**src/rtl/carfield_cfg_pkg.sv**
```systemverilog
// Shared Carfield configuration: domain count and indices, divider defaults
// and the per-domain sequencer state encoding.
package carfield_cfg_pkg;

  localparam int unsigned CarfieldNumDomains = 6;
  localparam int unsigned CarfieldDivWidth   = 8;

  typedef struct packed {
    int unsigned l2;
    int unsigned spatz;
    int unsigned pulp;
    int unsigned secured;
    int unsigned safed;
    int unsigned periph;
  } carfield_domain_idx_t;

  localparam carfield_domain_idx_t CarfieldDomainIdx = '{
    l2:      0,
    spatz:   1,
    pulp:    2,
    secured: 3,
    safed:   4,
    periph:  5
  };

  localparam int unsigned NumDomains = CarfieldNumDomains;

  // Boot-time divider value per domain, entry d belongs to domain index d.
  localparam logic [CarfieldNumDomains-1:0][CarfieldDivWidth-1:0] CarfieldDivDefault = {
    8'd4,  // periph
    8'd1,  // safed
    8'd1,  // secured
    8'd2,  // pulp
    8'd4,  // spatz
    8'd2   // l2
  };

  typedef enum logic [2:0] {
    IDLE,
    DIV_CFG,
    CLK_ON,
    RST_REL,
    ISO_OFF,
    ISO_ON,
    RST_ON,
    CLK_OFF
  } domain_seq_state_e;

endpackage

```
**src/rtl/carfield_domain_seq_picker.sv**
```systemverilog
// Round-robin first-one search: lowest pending index at or after ptr_i,
// wrapping modulo NumDomains.
module carfield_domain_seq_picker #(
  parameter int unsigned NumDomains = 6,
  parameter int unsigned IdxWidth   = 3
) (
  input  logic [NumDomains-1:0] pend_i,
  input  logic [IdxWidth-1:0]   ptr_i,
  output logic [IdxWidth-1:0]   idx_o,
  output logic                  valid_o
);

  // Scanned from the farthest offset down so the nearest pending one wins.
  always_comb begin
    idx_o   = '0;
    valid_o = 1'b0;
    for (int k = int'(NumDomains) - 1; k >= 0; k--) begin
      if (pend_i[IdxWidth'((int'(ptr_i) + k) % int'(NumDomains))]) begin
        idx_o   = IdxWidth'((int'(ptr_i) + k) % int'(NumDomains));
        valid_o = 1'b1;
      end
    end
  end

endmodule

```
**src/rtl/carfield_domain_seq.sv**
```systemverilog
// Per-domain power sequencer: one domain at a time, round-robin. Define
// CARFIELD_DOMAIN_SEQ_TIMEOUT_EN to enable the divider handshake timeout.
module carfield_domain_seq #(
  parameter int unsigned NumDomains      = carfield_cfg_pkg::NumDomains,
  parameter int unsigned DivWidth        = carfield_cfg_pkg::CarfieldDivWidth,
  parameter int unsigned ClkSettleCycles = 8,
  parameter int unsigned RstHoldCycles   = 16,
  parameter int unsigned IsoCycles       = 4,
  parameter int unsigned TimeoutCycles   = 1024,
  localparam int unsigned IdxW           = $clog2(NumDomains)
) (
  input  logic                           clk_i,
  input  logic                           rst_i,
  input  logic [NumDomains-1:0]          en_req_i,
  input  logic [NumDomains*DivWidth-1:0] div_value_i,
  output logic                           div_valid_o,
  input  logic                           div_ready_i,
  output logic [IdxW-1:0]                div_domain_o,
  output logic [DivWidth-1:0]            div_value_o,
  output logic [NumDomains-1:0]          clk_en_o,
  output logic [NumDomains-1:0]          domain_rst_no,
  output logic [NumDomains-1:0]          iso_o,
  output logic [NumDomains-1:0]          domain_on_o,
  output logic                           busy_o,
  output logic [NumDomains-1:0]          err_o,
  output carfield_cfg_pkg::domain_seq_state_e state_o
);

  import carfield_cfg_pkg::*;

  // Divider handshake: div_valid_o rises on DIV_CFG entry with domain/value
  // latched, both held stable until the edge where div_valid_o & div_ready_i.

  localparam int unsigned MaxA   = (ClkSettleCycles > RstHoldCycles) ? ClkSettleCycles : RstHoldCycles;
  localparam int unsigned MaxB   = (IsoCycles > TimeoutCycles) ? IsoCycles : TimeoutCycles;
  localparam int unsigned CntMax = (MaxA > MaxB) ? MaxA : MaxB;
  localparam int unsigned CntW   = $clog2(CntMax + 1);

  localparam logic [CntW-1:0] ClkSettleLast = CntW'(ClkSettleCycles - 1);
  localparam logic [CntW-1:0] RstHoldLast   = CntW'(RstHoldCycles - 1);
  localparam logic [CntW-1:0] IsoLast       = CntW'(IsoCycles - 1);
`ifdef CARFIELD_DOMAIN_SEQ_TIMEOUT_EN
  localparam logic [CntW-1:0] TimeoutLast   = CntW'(TimeoutCycles - 1);
`endif

  domain_seq_state_e         state_q, state_d;
  logic [CntW-1:0]           cnt_q, cnt_d;
  logic [IdxW-1:0]           cur_q, cur_d;
  logic [IdxW-1:0]           ptr_q, ptr_d;
  logic                      div_valid_q, div_valid_d;
  logic [IdxW-1:0]           div_domain_q, div_domain_d;
  logic [DivWidth-1:0]       div_value_q, div_value_d;
  logic [NumDomains-1:0]     clk_en_q, clk_en_d;
  logic [NumDomains-1:0]     rst_n_q, rst_n_d;
  logic [NumDomains-1:0]     iso_q, iso_d;
  logic [NumDomains-1:0]     on_q, on_d;
  logic                      busy_q, busy_d;
  logic [NumDomains-1:0]     err_q, err_d;

  logic [NumDomains-1:0]     pend;
  logic [IdxW-1:0]           sel_idx;
  logic                      sel_valid;
  logic [NumDomains-1:0][DivWidth-1:0] div_vals;

  assign div_vals = div_value_i;
  // A domain in error is parked until its request is withdrawn.
  assign pend     = (en_req_i ^ on_q) & ~err_q;

  carfield_domain_seq_picker #(
    .NumDomains (NumDomains),
    .IdxWidth   (IdxW)
  ) u_picker (
    .pend_i  (pend),
    .ptr_i   (ptr_q),
    .idx_o   (sel_idx),
    .valid_o (sel_valid)
  );

  always_comb begin
    state_d      = state_q;
    cnt_d        = cnt_q + CntW'(1);
    cur_d        = cur_q;
    ptr_d        = ptr_q;
    div_valid_d  = div_valid_q;
    div_domain_d = div_domain_q;
    div_value_d  = div_value_q;
    clk_en_d     = clk_en_q;
    rst_n_d      = rst_n_q;
    iso_d        = iso_q;
    on_d         = on_q;
    busy_d       = busy_q;
    err_d        = err_q;

    unique case (state_q)
      IDLE: begin
        cnt_d = '0;
        if (sel_valid) begin
          cur_d  = sel_idx;
          busy_d = 1'b1;
          ptr_d  = (sel_idx == IdxW'(NumDomains - 1)) ? '0 : sel_idx + IdxW'(1);
          if (en_req_i[sel_idx]) begin
            state_d      = DIV_CFG;
            div_valid_d  = 1'b1;
            div_domain_d = sel_idx;
            div_value_d  = div_vals[sel_idx];
          end else begin
            state_d        = ISO_ON;
            iso_d[sel_idx] = 1'b1;
            on_d[sel_idx]  = 1'b0;
          end
        end
`ifdef CARFIELD_DOMAIN_SEQ_TIMEOUT_EN
        err_d = err_q & en_req_i;
`endif
      end
      DIV_CFG: begin
        if (div_valid_q && div_ready_i) begin
          div_valid_d     = 1'b0;
          clk_en_d[cur_q] = 1'b1;
          state_d         = CLK_ON;
          cnt_d           = '0;
        end
`ifdef CARFIELD_DOMAIN_SEQ_TIMEOUT_EN
        else if (cnt_q == TimeoutLast) begin
          div_valid_d  = 1'b0;
          err_d[cur_q] = 1'b1;
          busy_d       = 1'b0;
          state_d      = IDLE;
          cnt_d        = '0;
        end
`endif
      end
      CLK_ON: begin
        if (cnt_q == ClkSettleLast) begin
          rst_n_d[cur_q] = 1'b1;
          state_d        = RST_REL;
          cnt_d          = '0;
        end
      end
      RST_REL: begin
        if (cnt_q == IsoLast) begin
          iso_d[cur_q] = 1'b0;
          state_d      = ISO_OFF;
          cnt_d        = '0;
        end
      end
      ISO_OFF: begin
        if (cnt_q == IsoLast) begin
          on_d[cur_q] = 1'b1;
          busy_d      = 1'b0;
          state_d     = IDLE;
          cnt_d       = '0;
        end
      end
      ISO_ON: begin
        if (cnt_q == IsoLast) begin
          rst_n_d[cur_q] = 1'b0;
          state_d        = RST_ON;
          cnt_d          = '0;
        end
      end
      RST_ON: begin
        if (cnt_q == RstHoldLast) begin
          clk_en_d[cur_q] = 1'b0;
          state_d         = CLK_OFF;
          cnt_d           = '0;
        end
      end
      CLK_OFF: begin
        busy_d  = 1'b0;
        state_d = IDLE;
        cnt_d   = '0;
      end
      default: begin
        state_d = IDLE;
        cnt_d   = '0;
      end
    endcase

`ifndef CARFIELD_DOMAIN_SEQ_TIMEOUT_EN
    err_d = '0;
`endif
  end

  always_ff @(posedge clk_i) begin
    if (rst_i) begin
      state_q      <= IDLE;
      cnt_q        <= '0;
      cur_q        <= '0;
      ptr_q        <= '0;
      div_valid_q  <= 1'b0;
      div_domain_q <= '0;
      div_value_q  <= '0;
      clk_en_q     <= '0;
      rst_n_q      <= '0;
      iso_q        <= '1;
      on_q         <= '0;
      busy_q       <= 1'b0;
      err_q        <= '0;
    end else begin
      state_q      <= state_d;
      cnt_q        <= cnt_d;
      cur_q        <= cur_d;
      ptr_q        <= ptr_d;
      div_valid_q  <= div_valid_d;
      div_domain_q <= div_domain_d;
      div_value_q  <= div_value_d;
      clk_en_q     <= clk_en_d;
      rst_n_q      <= rst_n_d;
      iso_q        <= iso_d;
      on_q         <= on_d;
      busy_q       <= busy_d;
      err_q        <= err_d;
    end
  end

  assign div_valid_o   = div_valid_q;
  assign div_domain_o  = div_domain_q;
  assign div_value_o   = div_value_q;
  assign clk_en_o      = clk_en_q;
  assign domain_rst_no = rst_n_q;
  assign iso_o         = iso_q;
  assign domain_on_o   = on_q;
  assign busy_o        = busy_q;
  assign err_o         = err_q;
  assign state_o       = state_q;

endmodule

```
**config.mk**
```make
export PLATFORM = sky130hd
export DESIGN_NAME = carfield_domain_seq
export DESIGN_NICKNAME = d
export VERILOG_FILES = /design/src/rtl/carfield_cfg_pkg.sv /design/src/rtl/carfield_domain_seq_picker.sv /design/src/rtl/carfield_domain_seq.sv
export SDC_FILE = /design/constraint.sdc
export NUM_CORES = 1
export LEC_CHECK = 0
export CELL_PAD_IN_SITES_DETAIL_PLACEMENT = 0
export CELL_PAD_IN_SITES_GLOBAL_PLACEMENT = 2
export CORE_ASPECT_RATIO = 1.1
export CORE_MARGIN = 1.5
export CORE_UTILIZATION = 40
export CTS_CLUSTER_DIAMETER = 200
export CTS_CLUSTER_SIZE = 12
export DETAILED_ROUTE_END_ITERATION = 16
export DONT_BUFFER_PORTS = 1
export PLACE_DENSITY = 0.85
export SLEW_MARGIN = 20
export SYNTH_ARGS = -nofsm -noshare
export SYNTH_HDL_FRONTEND = slang
export SYNTH_HIERARCHICAL = 1
export SYNTH_SLANG_ARGS = --single-unit
```
**constraint.sdc**
```tcl
create_clock -name clk_i -period 6.8 [get_ports clk_i]
set_input_delay 1.02 -clock clk_i [delete_from_list [all_inputs] [get_ports clk_i]]
set_output_delay 1.02 -clock clk_i [all_outputs]
set_load 0.05 [all_outputs]
```
# After elaboration in Yosys (flattened, before gate mapping)
# Cells that the tools add are included.
[totals] latchBits=0 mem_bits_ro=0 memories=0 ff_bits=57 output_inout_bits=46 in_bits=57 mem_bits_rw=0
[op_classes] n_lt_le_gt_ge=10 n_reduce_logical=21 addsub=7 div=6 n_mul=0 n_eq_ne=20 bitwise_logic=11 mux=74 shift=0
[op_table] operator="32-bit by 4-bit modulo with 32-bit output, second input constant" count=5
[op_table] operator="6-bit 2-to-1 mux" count=10
[op_table] operator="11-bit one-hot mux with 5 select lines" count=1
[op_table] operator="6-bit one-hot mux with 2 select lines" count=4
[op_table] operator="3-bit 2-to-1 mux" count=15
[op_table] operator="11-bit 2-to-1 mux" count=4
[op_table] operator="4-bit by 4-bit modulo with 32-bit output, second input constant" count=1
[op_table] operator="3-bit by 5-bit less-than comparator with 1-bit output, second input constant" count=6
[op_table] operator="1-bit 2-to-1 mux" count=26
[op_table] operator="6-bit AND" count=4
[op_table] operator="8-bit binary-select mux with 3-bit select" count=1
[op_table] operator="6-bit bitwise OR" count=4
[op_table] operator="3-bit one-hot mux with 8 select lines" count=1
[op_table] operator="1-bit binary-select mux with 3-bit select" count=7
[op_table] operator="2-bit inequality test, second input constant" count=9
[op_table] operator="3-bit equality test, second input constant" count=5
[op_table] operator="6-bit inverter" count=2
[op_table] operator="3-bit AND reduction" count=4
[op_table] operator="4-bit AND reduction" count=3
[op_table] operator="11-bit by 1-bit adder with 11-bit output, second input constant" count=1
[op_table] operator="11-bit by 2-bit equality test with 1-bit output, second input constant" count=1
[op_table] operator="11-bit by 3-bit equality test with 1-bit output, second input constant" count=1
[op_table] operator="11-bit by 4-bit equality test with 1-bit output, second input constant" count=1
[op_table] operator="2-bit nonzero test" count=5
[op_table] operator="20 further kinds" count=28

# Depth between registers and ports, before layout
# Gate-level depths: netlist of run 1.
[depth] word_depth=20 mapped_depth=20

# Modules after synthesis
# Netlist of run 1, hierarchy kept.
[by_module_without_submodules] module="carfield_domain_seq" area_each_um2=3080.5 instances=1 cells_each=338
[by_module_without_submodules] module="carfield_domain_seq_picker" area_each_um2=999.7 instances=1 cells_each=135

# Worst setup path before layout of run 1
# No wires, ideal clock.
[synth_path] kind="reg-to-reg" start="register ptr_q[0]" end="register on_q[1], in the netlist domain_on_o[1]" t_arrival_ns=4.403 n_path_buf=3 path_slack_ns=2.309 synth_period_minus_slack_ns=4.491 t_required_ns=6.712 stages_incl_launch_ff=20 path_cell_list="dfxtp_1 -> buf_6 -> buf_2 -> inv_1 -> ha_1 -> xor2_2 -> inv_2 -> ha_1 -> nand2b_1 -> nor3_1 -> o32ai_2 -> o311ai_0 -> o211ai_1 -> o211ai_1 -> buf_4 -> mux2_4 -> a221o_1 -> a21oi_4 -> a31oi_1 -> nor4_2"
[synth_via] elab_chain_cells=20 elab_cells_between_ends=56 cone_classes="5 x add/sub; 6 x div; 2 x order compare; 2 x eq/ne; 37 x mux; 2 x bitwise; 2 x reduce/logical"
[synth_lines] item="start, declared" line="carfield_domain_seq.sv:49" text="logic [IdxW-1:0] ptr_q, ptr_d;"
[synth_lines] item="start signal, assigned" line="carfield_domain_seq.sv:204" text="ptr_q <= ptr_d;"
[synth_lines] item="3-bit by 3-bit adder with 4-bit output" line="carfield_domain_seq_picker.sv:18, carfield_domain_seq_picker.sv:19"
[synth_lines] item="32-bit by 4-bit modulo with 32-bit output" line="carfield_domain_seq_picker.sv:18, carfield_domain_seq_picker.sv:19"
[synth_lines] item="1-bit binary-select mux with 3-bit select" line="carfield_domain_seq_picker.sv:18" text="if (pend_i[IdxWidth'((int'(ptr_i) + k) % int'(NumDomains))]) begin"
[synth_lines] item="1-bit 2-to-1 mux (not written as such) (2 in a row)" line="carfield_domain_seq_picker.sv:18"
[synth_lines] item="3-bit 2-to-1 mux (5 in a row)" line="carfield_domain_seq_picker.sv:18"
[synth_lines] item="3-bit 2-to-1 mux *" line="carfield_domain_seq_picker.sv:18"
[synth_lines] item="named net sel_idx[0]" line="carfield_domain_seq.sv:61" text="logic [IdxW-1:0] sel_idx;"
[synth_lines] item="3-bit by 4-bit less-than comparator with 1-bit output (not written as such) or 3-bit by 1-bit >= comparator with 1-bit output (tied branches)" line="carfield_domain_seq.sv:109" text="on_d[sel_idx] = 1'b0;"
[synth_lines] item="1-bit logical AND (not written as such)" line="carfield_domain_seq.sv:109"
[synth_lines] item="1-bit 2-to-1 mux (not written as such)" line="carfield_domain_seq.sv:109"
[synth_lines] item="1-bit demux with 3-bit select" line="carfield_domain_seq.sv:109"
[synth_lines] item="6-bit inverter (no source line)"
[synth_lines] item="6-bit AND (no source line)"
[synth_lines] item="6-bit 2-to-1 mux" line="carfield_domain_seq.sv:101" text="if (en_req_i[sel_idx]) begin"
[synth_lines] item="6-bit 2-to-1 mux" line="carfield_domain_seq.sv:97" text="if (sel_valid) begin"
[synth_lines] item="6-bit one-hot mux with 2 select lines" line="carfield_domain_seq.sv:94" text="unique case (state_q)"
[synth_lines] item="end signal, assigned" line="carfield_domain_seq.sv:211" text="on_q <= on_d;"
[synth_lines] item="end, declared" line="carfield_domain_seq.sv:56" text="logic [NumDomains-1:0] on_q, on_d;"
# Mark *: on every way through the listed nets, which the timed path passes. The rest lies on a longest branch. The select of a mux whose other input is x is not followed.
# A chain may end at the register's enable or synchronous reset.

# Worst setup path after layout of run 1
[layout_path] start="register ptr_q[1]" end="register div_domain_q[0], in the netlist div_domain_o[0]"
[layout_via] elab_chain_cells=14 elab_cells_between_ends=44 cone_classes="5 x add/sub; 6 x div; 32 x mux; 1 x reduce/logical"
[layout_lines] item="3-bit by 3-bit adder with 4-bit output" line="carfield_domain_seq_picker.sv:18, carfield_domain_seq_picker.sv:19"
[layout_lines] item="32-bit by 4-bit modulo with 32-bit output" line="carfield_domain_seq_picker.sv:18, carfield_domain_seq_picker.sv:19"
[layout_lines] item="1-bit binary-select mux with 3-bit select" line="carfield_domain_seq_picker.sv:18"
[layout_lines] item="1-bit 2-to-1 mux (not written as such) (2 in a row)" line="carfield_domain_seq_picker.sv:18"
[layout_lines] item="3-bit 2-to-1 mux (5 in a row)" line="carfield_domain_seq_picker.sv:18"
[layout_lines] item="3-bit 2-to-1 mux *" line="carfield_domain_seq_picker.sv:18"
[layout_lines] item="named net sel_idx[1]" line="carfield_domain_seq.sv:61"
[layout_lines] item="1-bit binary-select mux with 3-bit select *" line="carfield_domain_seq.sv:101"
[layout_lines] item="1-bit 2-to-1 mux (not written as such) *" line="carfield_domain_seq.sv:101"
[layout_lines] item="3-bit AND reduction (no source line) *"
[layout_lines] item="end signal, assigned" line="carfield_domain_seq.sv:206" text="div_domain_q <= div_domain_d;"
[layout_lines] item="end, declared" line="carfield_domain_seq.sv:51" text="logic [IdxW-1:0] div_domain_q, div_domain_d;"
# Marks and branches as above.

==> results.sh, run 1 <==
export IMPL_clockBufferDepth=2
export IMPL_dp_hpwl_mm=7.81
export IMPL_regToRegStartpoint="ptr_q[1]$_SDFFE_PP0P_"
export IMPL_rsz0062_at_grt="false"
export IMPL_crit_fanout=19
export IMPL_antenna_left=0
export IMPL_grt_max_degree=49
export IMPL_hold_viol_final=0
export IMPL_ios=103
export IMPL_path_clk_slew_ns=0.07
export IMPL_synth_area_um2=4080
export IMPL_mostFrequentLayoutCells="nor2_1 (67), dfxtp_1 (57), a21oi_1 (30)"
export IMPL_status="complete, no violations"
export IMPL_ys_warn_count=6
export IMPL_gp_congestion=0.915
export IMPL_grt_pass1_vias=3222
export IMPL_required_ns=7.02
export IMPL_cts_resized=0
export IMPL_clkLatencyLatePin_ns=0.33
export IMPL_start_util_pct=41.3
export IMPL_irDropWorstVdd_v=0.000175
export IMPL_core_um2=9890
export IMPL_reg2reg_slack_ns=1.47
export IMPL_setup_viol=0
export IMPL_worstMarginPinSlew_ns=1.07
export IMPL_clock_sinks=57
export IMPL_worstHoldEndpoint="cnt_q[0]$_SDFF_PP0_"
export IMPL_power_frac_clock_pct=13.6
export IMPL_die_w_um=99.3
export IMPL_post_cts_setup_buffers=0
export IMPL_finClkSkew_ns=0.00983
export IMPL_synth_flop_cell="dfxtp_1"
export IMPL_cts_tree="done"
export IMPL_routedWlPerCell_um=18.3
export IMPL_fillers=996
export IMPL_p_sw_share_pct=49.6
export IMPL_die_area_um2=10800
export IMPL_cap_violations=0
export IMPL_track_usage_pct=19.4
export IMPL_ys_ff_latch=57
export IMPL_powerDensity_nw_per_um2=534
export IMPL_final_max_slew_viol_count=0
export IMPL_crit_path_start_kind="flip-flop"
export IMPL_hold_buffers=0
export IMPL_layout_cells_non_filler=579
export IMPL_drive_gt1_share_pct=15.0
export IMPL_die_h_um=109
export IMPL_cts_root_buf="clkbuf_8"
export IMPL_synth_seq_area_share_pct=28.0
export IMPL_antenna_cells=0
export IMPL_firstDrtPassIters=4
export IMPL_final_period_utilization_pct=78.4
export IMPL_row_count=38
export IMPL_crit_type="reg -> reg"
export IMPL_antenna_found_initial=0
export IMPL_grt_pass1_wl_mm=16.6
export IMPL_drc=0
export IMPL_p_sw_mw=1.13
export IMPL_p_comb_share_pct=62.5
export IMPL_leakagePower_nw=1.49
export IMPL_r2r_end="div_domain_o[0]$_SDFFE_PP0P_"
export IMPL_synthArstFlopShare_pct=0
export IMPL_regArea_um2=1140
export IMPL_grt_overflow=0
export IMPL_wl_mm=10.6
export IMPL_crit_slowest_cell="nor2b_1"
export IMPL_via_count=3455
export IMPL_fin_nets=524
export IMPL_final_common_cell="nor2_1"
export IMPL_cp_end_kind="flip-flop"
export IMPL_cts_buffers=9
export IMPL_dp_cells=564
export IMPL_reg2reg_depth=17
export IMPL_hold_class="reg -> reg"
export IMPL_intPower_mw=1.15
export IMPL_path_cells="inv_1 -> ha_1 -> a21oi_2 -> inv_1 -> ha_1 -> nand2b_1 -> nor3_1 -> o32ai_2 -> o31ai_1 -> o2111a_1 -> o31ai_2 -> buf_4 -> nor2b_1 -> nand2_1 -> a21oi_4 -> mux2i_1 -> nor2_1"
export IMPL_crit_arrival_ns=5.55
export IMPL_fin_setup_tns_ns=0
export IMPL_viasPerCell=5.97
export IMPL_max_stage_delay_ns=0.84
export IMPL_timing_fmax_ghz=0.188
export IMPL_multi_input_area_um2=2690
export IMPL_drt_initial_drc_count=184
export IMPL_power_share_sequential_pct=23.9
export IMPL_cts_htree_levels=3
export IMPL_synth_cell_type_count=72
export IMPL_whs_path_depth=1
export IMPL_io_buffers=0
export IMPL_syn_avg_cell_area_um2=8.63
export IMPL_slew_headroom_pct=28.8
export IMPL_syn2layout_area_growth_pct=4.72
export IMPL_post_route_min_period_ns=5.33
export IMPL_syn_inst=473
export IMPL_synth_edf_count=0
export IMPL_hp_start="cnt_q[0]$_SDFF_PP0_"
==> how the worst max path moves through the flow <==
stage	cells past startpoint	start	endpoint
5_1_grt	17	ptr_q[1]$_SDFFE_PP0P_	div_value_o[7]$_SDFFE_PP0P_
6_report	17	ptr_q[1]$_SDFFE_PP0P_	div_domain_o[0]$_SDFFE_PP0P_
2_1_floorplan	19	ptr_q[0]$_SDFFE_PP0P_	domain_on_o[1]$_SDFFE_PP0P_
3_3_place_gp	17	ptr_q[1]$_SDFFE_PP0P_	iso_o[0]$_SDFFE_PP1P_
3_5_place_dp	17	ptr_q[1]$_SDFFE_PP0P_	div_domain_o[0]$_SDFFE_PP0P_
4_1_cts	17	ptr_q[1]$_SDFFE_PP0P_	div_domain_o[0]$_SDFFE_PP0P_
==> logic make-up after synthesis <==
group / Yosys count / share of synthesized area (%)
adder cells (fa/ha/maj): 12 / 3.68
AO/OA/AOI/OAI: 128 / 23.0
AND/OR/NAND/NOR: 166 / 21.5
buffers and inverters: 55 / 6.59
multiplexers: 34 / 12.5
XOR/XNOR: 20 / 4.66
other: 1 / 0.0919
flip-flops: 57 / 28.0
==> critical path: cells and delay by family, from the launching register on <==
family	cells	cell delay (ns)
flops	1	0.47
mux	1	0.24
compound gates	6	1.68
fa+ha+maj	2	0.66
buf+inv	3	0.51
simple gates	5	1.64
==> metal layers <==
layer / routed length (um) / part of all wire [%] / track usage [%] / up-vias
met5: 0 / 0 / 0 / -
met4: 184 / 1.7 / 5.73 / 0
met2: 4940 / 47 / 31.0 / 112
met1: 4760 / 45 / 25.2 / 1619
met3: 684 / 6.5 / 5.96 / 14
li1: - / - / - / 1710
==> power groups by stage <==
| stage | sequential (mW) | combinational [mW] | clock, mW |
|---|---|---|---|
| detailed placement | 0.553 | 1.42 | 0 |
| CTS | 0.546 | 1.43 | 0.322 |
| global route | 0.553 | 1.57 | 0.337 |
| floorplan | 0.528 | 1.20 | 0 |
| finish | 0.545 | 1.42 | 0.310 |
| global placement | 0.552 | 1.41 | 0 |
==> final cells by class <==
| cell class | instances | share of cell area, % |
|---|---|---|
| clock buffers | 10 | 3.22 |
| clock inverters | 5 | 1.32 |
| inverters | 17 | 1.49 |
| multi-input cells | 366 | 63.0 |
| flip-flops and latches | 57 | 26.7 |
| well taps | 120 | 3.51 |
| repair buffers | 4 | 0.703 |
==> cell usage after synthesis, types with 3 or more instances <==
cell type	number	area [um^2]
mux4_2	11	248
nand3b_1	6	45.0
o311ai_0	3	26.3
nor4_2	7	87.6
a211oi_1	17	128
a21oi_1	30	150
nor4_1	4	25.0
a31oi_1	4	25.0
buf_4	9	67.6
nor4bb_1	3	30.0
nor2b_1	13	81.3
and3_1	5	31.3
o31ai_1	3	22.5
nand4_1	6	37.5
mux2i_1	7	70.1
dfxtp_1	57	1140
a22oi_1	9	67.6
mux2_2	13	146
nor3_1	11	55.1
buf_2	10	50.1
clkbuf_1	16	60.1
a311oi_1	9	78.8
nand2_1	24	90.1
nand3_1	4	20.0
nor2_1	67	251
xor2_1	10	87.6
o21ai_0	14	70.1
a21o_1	3	22.5
nand2b_1	5	31.3
xnor2_1	8	70.1
o32a_1	6	60.1
ha_1	12	150
inv_1	15	56.3
o211ai_1	3	22.5
==> through the flow <==
stage               hold WS (ns)  util [%]  setup WS, ns  total power, mW  instance area, um^2
detailed placement         0.457      41.2          1.53             1.97                 4080
global route               0.516      43.2          1.05             2.46                 4270
finish                     0.465      43.2          1.47             2.28                 4270
floorplan                  0.429         -          2.31             1.73                 4100
global placement           0.446      41.2          1.42             1.96                 4080
CTS                        0.475      43.2          1.52             2.29                 4270
No activity file was read; power rests on OpenSTA's default activity.
==> inputs of run 2 (changes only) <==
--- a/config.mk
+++ b/config.mk
@@ -9,12 +9,12 @@
 export CELL_PAD_IN_SITES_GLOBAL_PLACEMENT = 2
 export CORE_ASPECT_RATIO = 1.1
 export CORE_MARGIN = 1.5
-export CORE_UTILIZATION = 40
+export CORE_UTILIZATION = 34
 export CTS_CLUSTER_DIAMETER = 200
 export CTS_CLUSTER_SIZE = 12
 export DETAILED_ROUTE_END_ITERATION = 16
 export DONT_BUFFER_PORTS = 1
-export PLACE_DENSITY = 0.85
+export PLACE_DENSITY = 0.76
 export SLEW_MARGIN = 20
 export SYNTH_ARGS = -nofsm -noshare
 export SYNTH_HDL_FRONTEND = slang
==> constraint.sdc (replaced) <==
create_clock -name clk_i -period 4.3 [get_ports clk_i]
set_input_delay 0.645 -clock clk_i [delete_from_list [all_inputs] [get_ports clk_i]]
set_output_delay 0.645 -clock clk_i [all_outputs]
set_load 0.05 [all_outputs]
==> run 2 against run 1 <==
Against the previous run: routed wire length is 12% higher; global-route usage is 0.56 points lower; final cell count is 11% higher; worst hold slack worse by 0.080 ns; sequential power is 55% higher; combinational power is 94% higher; clock power is 150% higher; die area is 17% higher; count of clock-buffer cells in the layout stayed put; critical path type unchanged; critical endpoint is now domain_on_o[0]$_SDFFE_PP0P_.
==> results.sh, run 2 (synthesis results as in run 1) <==
export IMPL_post_route_min_period_ns=4.18
export IMPL_core_um2=11600
export IMPL_wl_met3_um=820
export IMPL_status="complete, no violations"
export IMPL_antenna_left=0
export IMPL_drc=0
export IMPL_route_met2_wl_mm=5.69
export IMPL_viasPerCell=5.63
export IMPL_wl_mm=11.8
export IMPL_leakagePower_nw=1.76
export IMPL_fillers=1218
export IMPL_crit_fanout=7
export IMPL_powerDensity_nw_per_um2=895
export IMPL_fin_nets=559
export IMPL_path_clk_slew_ns=0.05
export IMPL_rsz0062_at_grt="true"
export IMPL_setup_viol=0
export IMPL_hold_ws_ns=0.385
export IMPL_track_usage_pct=18.8
export IMPL_row_count=41
export IMPL_drive_gt1_share_pct=25.5
export IMPL_crit_arrival_ns=4.41
export IMPL_fin_util_pct=42.1
export IMPL_antenna_found_initial=0
export IMPL_syn2layout_area_growth_pct=19.5
export IMPL_timing_fmax_ghz=0.239
export IMPL_grt_max_degree=49
export IMPL_start_util_pct=35.2
export IMPL_placed_area_um2=4310
export IMPL_final_area_um2=4880
export IMPL_grt_overflow=0
export IMPL_final_period_utilization_pct=97.1
export IMPL_grt_pass1_wl_mm=18.9
export IMPL_max_stage_delay_ns=0.59
export IMPL_cap_violations=0
export IMPL_hold_buffers=0
export IMPL_final_max_slew_viol_count=0
export IMPL_finClkSkew_ns=0.00983
export IMPL_antenna_cells=0
export IMPL_cts_tree="done"
export IMPL_clock_sinks=57
export IMPL_crit_type="reg -> reg"
export IMPL_met1_length_mm=5.12
export IMPL_cts_htree_levels=3
export IMPL_clockBufferDepth=2
export IMPL_fin_setup_tns_ns=0
export IMPL_cts_root_buf="clkbuf_16"
export IMPL_cts_buffers=9
export IMPL_crit_path_start_kind="flip-flop"
export IMPL_cpMostUsedCell="ha_4"
export IMPL_io_buffers=0
export IMPL_final_common_cell="nor2_1"
export IMPL_routedWlPerCell_um=18.3
export IMPL_gp_congestion=0.873
export IMPL_dp_hpwl_mm=8.92
export IMPL_via_count=3628
export IMPL_irDropWorstVdd_v=0.000499
export IMPL_drt_initial_drc_count=187
export IMPL_mostFrequentLayoutCells="nor2_1 (67), dfxtp_1 (54), buf_4 (38)"
export IMPL_ios=103
export IMPL_worstMarginPinSlew_ns=0.982
export IMPL_die_area_um2=12700
export IMPL_hold_class="in -> reg"
export IMPL_clkLatencyLatePin_ns=0.32
export IMPL_crit_slowest_cell="mux4_2"
export IMPL_die_w_um=107
export IMPL_cp_end_kind="flip-flop"
export IMPL_topRoutingLayerUsed="met4"
export IMPL_die_h_um=118
export IMPL_grt_pass1_vias=3598
export IMPL_hold_viol_final=0
export IMPL_firstDrtPassIters=6
export IMPL_required_ns=4.54
export IMPL_slew_headroom_pct=34.4
export IMPL_path_cells="inv_4 -> ha_4 -> xor2_4 -> inv_2 -> ha_4 -> nand2b_4 -> o21ai_2 -> a221oi_4 -> o311ai_2 -> a211o_1 -> o211ai_1 -> mux4_2 -> a221o_1 -> a21oi_4 -> a21oi_2 -> nor4_2"
[run 2: per-stage QoR]
step	setup slack, ns	cells	power [mW]
final	0.125	644	4.36
after detailed placement	-0.0772	617	3.30
after CTS	0.00232	632	4.10
after global routing	-0.101	644	4.67
after global placement	0.0404	617	3.29
after floorplan	0.0197	478	2.76
[run 2: critical path: cells and delay by family (launching register included)]
family,cells,cell delay (ns)
buffers and inverters,2,0.16
and+or+nand+nor,2,0.40
AOI/OAI and AO/OA,8,1.83
adders and majority gates,2,0.45
muxes,1,0.59
xor gates and xnor gates,1,0.25
DFF,1,0.39
[run 2: worst paths after layout]
| path | from | end | slack (ns) | cells past startpoint |
|---|---|---|---|---|
| worst max register to register | ptr_q[1]$_SDFFE_PP0P_ | domain_on_o[0]$_SDFFE_PP0P_ | 0.12 | 16 |
| worst max-delay path | ptr_q[1]$_SDFFE_PP0P_ | domain_on_o[0]$_SDFFE_PP0P_ | 0.12 | 16 |
| worst min register to register | cnt_q[0]$_SDFF_PP0_ | cnt_q[0]$_SDFF_PP0_ | 0.46 | 1 |
| worst min-delay path | rst_i | state_o[1]$_SDFFE_PP0P_ | 0.38 | 1 |
[run 2: where the power goes]
| part | switching [mW] | leakage [nW] | internal (mW) |
|---|---|---|---|
| Sequential | 0.232 | 0.465 | 0.613 |
| Clock | 0.250 | 0.159 | 0.519 |
| Combinational | 1.51 | 1.13 | 1.24 |
| Total | 1.99 | 1.76 | 2.38 |
[run 2: routing by layer]
metal  track usage (%)  vias to the layer above
li1                  -                     1783
met1              23.7                     1737
met2              30.4                       94
met3              6.42                       14
met4              5.10                        0
met5                 0                        -
[run 2: final cells by class]
class	count	area, um^2	share of cell area (%)
clock inverter	5	78.8	1.62
multi-input combinational	366	2850	58.4
tap	150	188	3.85
timing repair buffer	39	305	6.26
inverter	17	66.3	1.36
sequential	57	1150	23.6
clock buffer	10	239	4.90
[run 2: timing repair]
action / in CTS / in global routing
pin swaps: 1 / 15
setup buffers: 0 / 12
resized for setup: 3 / 30
setup endpoints to repair: 14 / 24
